--- src/rtl/seg_text_receiver.sv ---
// Receiver for the scrolling-text 7-segment link: synchronizes and debounces the
// remote digit-0 pattern, decodes each new glyph to ASCII and queues it for a consumer.
module seg_text_receiver #(
  parameter int STABLE_CYCLES = 16,
  parameter int FIFO_DEPTH    = 4
) (
  input  logic       clk,
  input  logic       rst_n,
  input  logic [6:0] seg_in,
  input  logic [3:0] an_in,
  output logic [7:0] char_code,
  output logic       char_valid,
  input  logic       char_ready,
  output logic       msg_end,
  output logic [4:0] sym_count,
  output logic       err_unknown,
  output logic       overflow
);

  localparam int           AW       = (FIFO_DEPTH > 1) ? $clog2(FIFO_DEPTH) : 1;
  localparam logic [6:0]   BLANK    = 7'h7F;
  localparam logic [7:0]   CNT_MAX  = 8'(STABLE_CYCLES - 1);
  localparam logic [7:0]   CNT_PRE  = 8'(STABLE_CYCLES - 2);
  localparam logic [7:0]   UNKNOWN  = 8'h3F;
  localparam logic [AW:0]  CNT_ONE  = (AW + 1)'(1);
  localparam logic [AW:0]  CNT_FULL = (AW + 1)'(FIFO_DEPTH);
  localparam logic [AW-1:0] PTR_ONE = AW'(1);

  // Only the digit-0 anode carries the scrolling glyph.
  logic unused_an;
  assign unused_an = ^an_in[3:1];

  logic [6:0] seg_s1_reg, seg_s2_reg;
  logic       an_s1_reg, an_s2_reg;
  logic [6:0] eff_pat;
  logic [6:0] cand_reg;
  logic [7:0] cnt_reg;
  logic       acc_reg;
  logic [6:0] acc_pat_reg;
  logic [6:0] last_reg;
  logic       push_reg;
  logic [7:0] push_data_reg;
  logic [7:0] dec_char;

  logic [7:0]    mem [FIFO_DEPTH];
  logic [AW-1:0] wr_ptr_reg, rd_ptr_reg;
  logic [AW:0]   count_reg;
  logic          pop, wr_en, full;

  function automatic logic [7:0] decode(input logic [6:0] p);
    case (p)
      7'b1000001: decode = 8'h55; // U
      7'b0001000: decode = 8'h41; // A
      7'b0000011: decode = 8'h42; // B
      7'b1000110: decode = 8'h43; // C
      7'b0111111: decode = 8'h2D; // -
      7'b0000110: decode = 8'h45; // E
      7'b1000111: decode = 8'h4C; // L
      7'b1001110: decode = 8'h54; // T
      7'b0101111: decode = 8'h52; // R
      7'b1000000: decode = 8'h4F; // O
      7'b0101011: decode = 8'h4E; // N
      7'b1001111: decode = 8'h49; // I
      default:    decode = UNKNOWN;
    endcase
  endfunction

  // A dark digit (anode off) reads as the blank glyph.
  assign eff_pat  = an_s2_reg ? BLANK : seg_s2_reg;
  assign dec_char = decode(acc_pat_reg);

  always_ff @(posedge clk) begin
    if (!rst_n) begin
      seg_s1_reg  <= BLANK;
      seg_s2_reg  <= BLANK;
      an_s1_reg   <= 1'b1;
      an_s2_reg   <= 1'b1;
      cand_reg    <= BLANK;
      cnt_reg     <= 8'd0;
      acc_reg     <= 1'b0;
      acc_pat_reg <= BLANK;
    end else begin
      seg_s1_reg <= seg_in;
      seg_s2_reg <= seg_s1_reg;
      an_s1_reg  <= an_in[0];
      an_s2_reg  <= an_s1_reg;
      acc_reg    <= 1'b0;
      if (eff_pat != cand_reg) begin
        cand_reg <= eff_pat;
        cnt_reg  <= 8'd0;
      end else if (cnt_reg != CNT_MAX) begin
        cnt_reg <= cnt_reg + 8'd1;
        // Saturation at CNT_MAX makes this fire once per stable run.
        if (cnt_reg == CNT_PRE) begin
          acc_reg     <= 1'b1;
          acc_pat_reg <= cand_reg;
        end
      end
    end
  end

  always_ff @(posedge clk) begin
    if (!rst_n) begin
      last_reg      <= BLANK;
      push_reg      <= 1'b0;
      push_data_reg <= 8'h00;
      msg_end       <= 1'b0;
      sym_count     <= 5'd0;
      err_unknown   <= 1'b0;
    end else begin
      push_reg <= 1'b0;
      msg_end  <= 1'b0;
      if (acc_reg && (acc_pat_reg != last_reg)) begin
        last_reg <= acc_pat_reg;
        if (acc_pat_reg == BLANK) begin
          if (sym_count != 5'd0) begin
            msg_end   <= 1'b1;
            sym_count <= 5'd0;
          end
        end else begin
          push_reg      <= 1'b1;
          push_data_reg <= dec_char;
          if (dec_char == UNKNOWN) err_unknown <= 1'b1;
          if (sym_count != 5'd31) sym_count <= sym_count + 5'd1;
        end
      end
    end
  end

  assign char_valid = (count_reg != '0);
  assign full       = (count_reg == CNT_FULL);
  assign pop        = char_valid && char_ready;
  // A pop frees the head slot in the same cycle, so a full FIFO can still accept.
  assign wr_en      = push_reg && (!full || pop);
  assign char_code  = char_valid ? mem[rd_ptr_reg] : 8'h00;

  always_ff @(posedge clk) begin
    if (wr_en) mem[wr_ptr_reg] <= push_data_reg;
  end

  always_ff @(posedge clk) begin
    if (!rst_n) begin
      wr_ptr_reg <= '0;
      rd_ptr_reg <= '0;
      count_reg  <= '0;
      overflow   <= 1'b0;
    end else begin
      if (wr_en) wr_ptr_reg <= wr_ptr_reg + PTR_ONE;
      if (pop)   rd_ptr_reg <= rd_ptr_reg + PTR_ONE;
      if (wr_en && !pop)      count_reg <= count_reg + CNT_ONE;
      else if (!wr_en && pop) count_reg <= count_reg - CNT_ONE;
      if (push_reg && !wr_en) overflow <= 1'b1;
    end
  end

endmodule

--- config.mk ---
export PLATFORM = sky130hd
export DESIGN_NAME = seg_text_receiver
export DESIGN_NICKNAME = d
export VERILOG_FILES = /design/src/rtl/seg_text_receiver.sv
export SDC_FILE = /design/constraint.sdc
export NUM_CORES = 1
export LEC_CHECK = 0
export ABC_AREA = 1
export BUFFER_PORTS_ARGS = -buffer_cell sky130_fd_sc_hd__buf_4
export CORE_UTILIZATION = 55
export CTS_CLUSTER_DIAMETER = 40
export DETAILED_ROUTE_END_ITERATION = 10
export GPL_TIMING_DRIVEN = 0
export PLACE_DENSITY = 0.74
export SETUP_SLACK_MARGIN = 0.15
export SLEW_MARGIN = 40
export SYNTH_ARGS = -nofsm -noshare
export SYNTH_HDL_FRONTEND = slang
export SYNTH_SLANG_ARGS = --single-unit
export TNS_END_PERCENT = 20
--- constraint.sdc ---
create_clock -name clk -period 2.33 [get_ports clk]
set_input_delay 0.233 -clock clk [delete_from_list [all_inputs] [get_ports clk]]
set_output_delay 0.233 -clock clk [all_outputs]
set_load 0.005 [all_outputs]
==> impl_metrics.ini <==
[pwr]
switching_share_pct = 27.7
power_switching_uw = 962
p_comb_share_pct = 16.5
p_int_uw = 2510
p_clk_share_pct = 29.1
total_leakage_power_uw = 0.00210
power_frac_seq_pct = 54.4
power_density_nw_per_um2 = 715
ir_drop_mv = 0.400

[timing]
fin_crit_sh_pct = 87.9
period_needed_ps = 2050
rsz0062_at_grt = yes
setup_viol = 0
fmax_mhz = 488
fin_skew_ps = 12.6
slew_headroom_pct = 59.4
setup-tns-final_ps = 0
timing.final.hold_violations = 0
maxSlewViolCount = 0
fin_ws_ps = 281
tightest_slew_ps = 607

[floorplan]
rows = 32
dieWidth_um = 90.8
fp.coreArea_sq_um = 7690
dieArea_sq_um = 8250
io_pins = 31
die_h_um = 90.8
initial_utilization_pct = 56.5

[layout]
drive_gt1_share_pct = 16.8
num-nets-final = 574
largest_reg_flops = 28
diodes = 0
syn2layout_area_growth_pct = 11.9

[synth]
synth_cells = 513
synth_nets = 538
yosysSeqAreaShare_pct = 52.1
mappedNetlistArea_sq_um = 4340
syn_area_per_cell_sq_um = 8.46
ys_seq_elements = 99
synth_cell_types = 36
ys_warn_count = 0

[outcome]
outcome = complete, no violations

[cts]
numCtsBuffers = 9
cts_root_buf = clkbuf_8
cts_buffer_depth = 2
clk_pin_slew_ps = 90
htree_levels = 3
clk_latency_ps = 360
cts_tree = built
cts.sinks = 99
postCtsSetupBuffers = 0

[drt]
initialDrtViolationCount = 70
drt_wl_total_mm = 7.19
first_pass_iters = 6
drc = 0
dr_total_vias = 3191
wl_per_cell_um = 11.0
avgViaCountPerCell = 4.86
antenna_left = 0

[min_path]
hp-class = in -> reg
hold_start = seg_in[5]
hold-path-endpoint = seg_s1_reg[5]
whs_path_depth = 2

[grt]
grt_use_total_pct = 19.2
antenna_found_initial = 0
grt_pass1_wl_mm = 12.6
grt_overflow = 0
grt_max_degree = 17
first_global_vias = 3024

[critical_path]
cp_max_fo = 8
rr_endpoint = count_reg[2]
r2r_setup_slack_ps = 280
reg2reg_depth = 12
start_kind = register
cp_data_required_time_ps = 2580
worstReg2RegStart = count_reg[1]
worstSetupPathType = reg -> reg
endpoint_kind = register
arrival_ps = 2300

[placed_design]
dp_slack_ps = 43.3
gp_congestion = 0.863
place_hpwl_mm = 5.34
portBuffers = 25

[job]
cap_violations = 0
-- final cells by class --
class	instances	area (sq um)
well taps	102	128
fillers	663	2830
plain buffers	13	72.6
multi-input cells	349	1820
clock buffers	11	153
flip-flops and latches	99	2260
clock inverters	5	33.8
repair buffers	25	188
inverters	52	200
-- placed cells by master (no fill, tap or decap), types with 5 or more instances in the layout --
cell        n
nand2_1   103
nor2_1     90
dfxtp_1    71
inv_1      45
edfxtp_1   28
a21oi_1    27
buf_4      26
o21ai_0    20
or2_2      16
nand3_1    15
xor2_1     12
ha_1       10
nand4_1     9
clkbuf_8    9
nand2_2     8
o211ai_1    7
clkbuf_1    6
xnor2_1     5
-- synthesized netlist by cell type (all sizes together) --
| cell | instances | area, sq um |
|---|---|---|
| nor2 | 97 | 394 |
| nand2 | 113 | 457 |
| xnor2 | 5 | 43.8 |
| fa | 1 | 20.0 |
| nor3 | 3 | 15.0 |
| nor3b | 4 | 35.0 |
| inv | 50 | 188 |
| dfxtp | 71 | 1420 |
| xor2 | 12 | 105 |
| nand3b | 2 | 27.5 |
| buf | 7 | 48.8 |
| and2 | 1 | 6.26 |
| conb | 1 | 3.75 |
| o21ai | 21 | 105 |
| or2 | 16 | 100 |
| clkbuf | 6 | 22.5 |
| clkinv | 2 | 10.0 |
| ha | 10 | 125 |
| a21oi | 27 | 135 |
| and3 | 1 | 6.26 |
| nand3 | 19 | 123 |
| edfxtp | 28 | 841 |
| nand4 | 9 | 56.3 |
| o211ai | 7 | 52.6 |
-- worst max-delay path, stage by stage, from the launching register on --
cell and delay, ps:
dfxtp_1 380, nor2_4 160, nand2_2 90, inv_4 110
nor2_1 90, inv_1 60, ha_1 130, inv_1 60
fa_1 380, a21oi_1 140, o21ai_0 130, o21ai_1 150
a21oi_1 60
-- worst max path at each step --
stage            startpoint      endpoint  slack [ps]  depth (start not counted)
2_1_floorplan  count_reg[0]  count_reg[2]         350                         12
3_5_place_dp   count_reg[0]  count_reg[2]          40                         12
3_3_place_gp   count_reg[0]  count_reg[2]         130                         12
6_report       count_reg[1]  count_reg[2]         280                         12
5_1_grt        count_reg[1]  count_reg[2]         140                         12
4_1_cts        count_reg[0]  count_reg[2]         170                         12
-- layer usage --
metal | share of wire [%] | wire, um | track usage [%]
met1 | 42 | 3020 | 19.7
met2 | 54 | 3870 | 36.7
met3 | 2.0 | 147 | 3.11
met4 | 2.2 | 157 | 10.6
met5 | 0 | 0 | 0
-- power by group through the flow --
stage / Sequential (uW) / Combinational, uW / Clock, uW
final: 1890 / 573 / 1010
after detailed placement: 1920 / 540 / 0
after CTS: 1880 / 551 / 1040
after global placement: 1910 / 515 / 0
after global routing: 1900 / 653 / 1100
after floorplan: 1900 / 357 / 0
-- through the flow --
step | utilization (%) | instance area [sq um] | power, uW | cells | hold WS (ps)
6_report | 63.2 | 4860 | 3470 | 656 | 52.3
5_1_grt | 63.2 | 4860 | 3650 | 656 | 34.9
4_1_cts | 63.0 | 4850 | 3480 | 656 | 37.6
3_5_place_dp | 60.6 | 4660 | 2460 | 640 | 397
3_3_place_gp | 60.6 | 4660 | 2430 | 640 | 395
2_1_floorplan | - | 4340 | 2260 | 513 | 340
-- timing repair --
item,CTS,global route
resized for setup,2,6
endpoints found under the setup margin,1,3
pin swaps,0,1
hold buffers,0,0
-- kinds of logic (layout without fill, tap and decap cells) --
family | after synthesis | in the layout | share of synthesized area (%)
other | 1 | 1 | 0.0864
buffers and inverters | 65 | 106 | 6.20
xor gates and xnor gates | 17 | 17 | 3.43
and+or+nand+nor | 265 | 265 | 28.1
AOI/OAI and AO/OA | 55 | 55 | 6.74
DFF | 99 | 99 | 52.1
adders and majority gates | 11 | 11 | 3.34
Power figures use the tool's default switching activity.
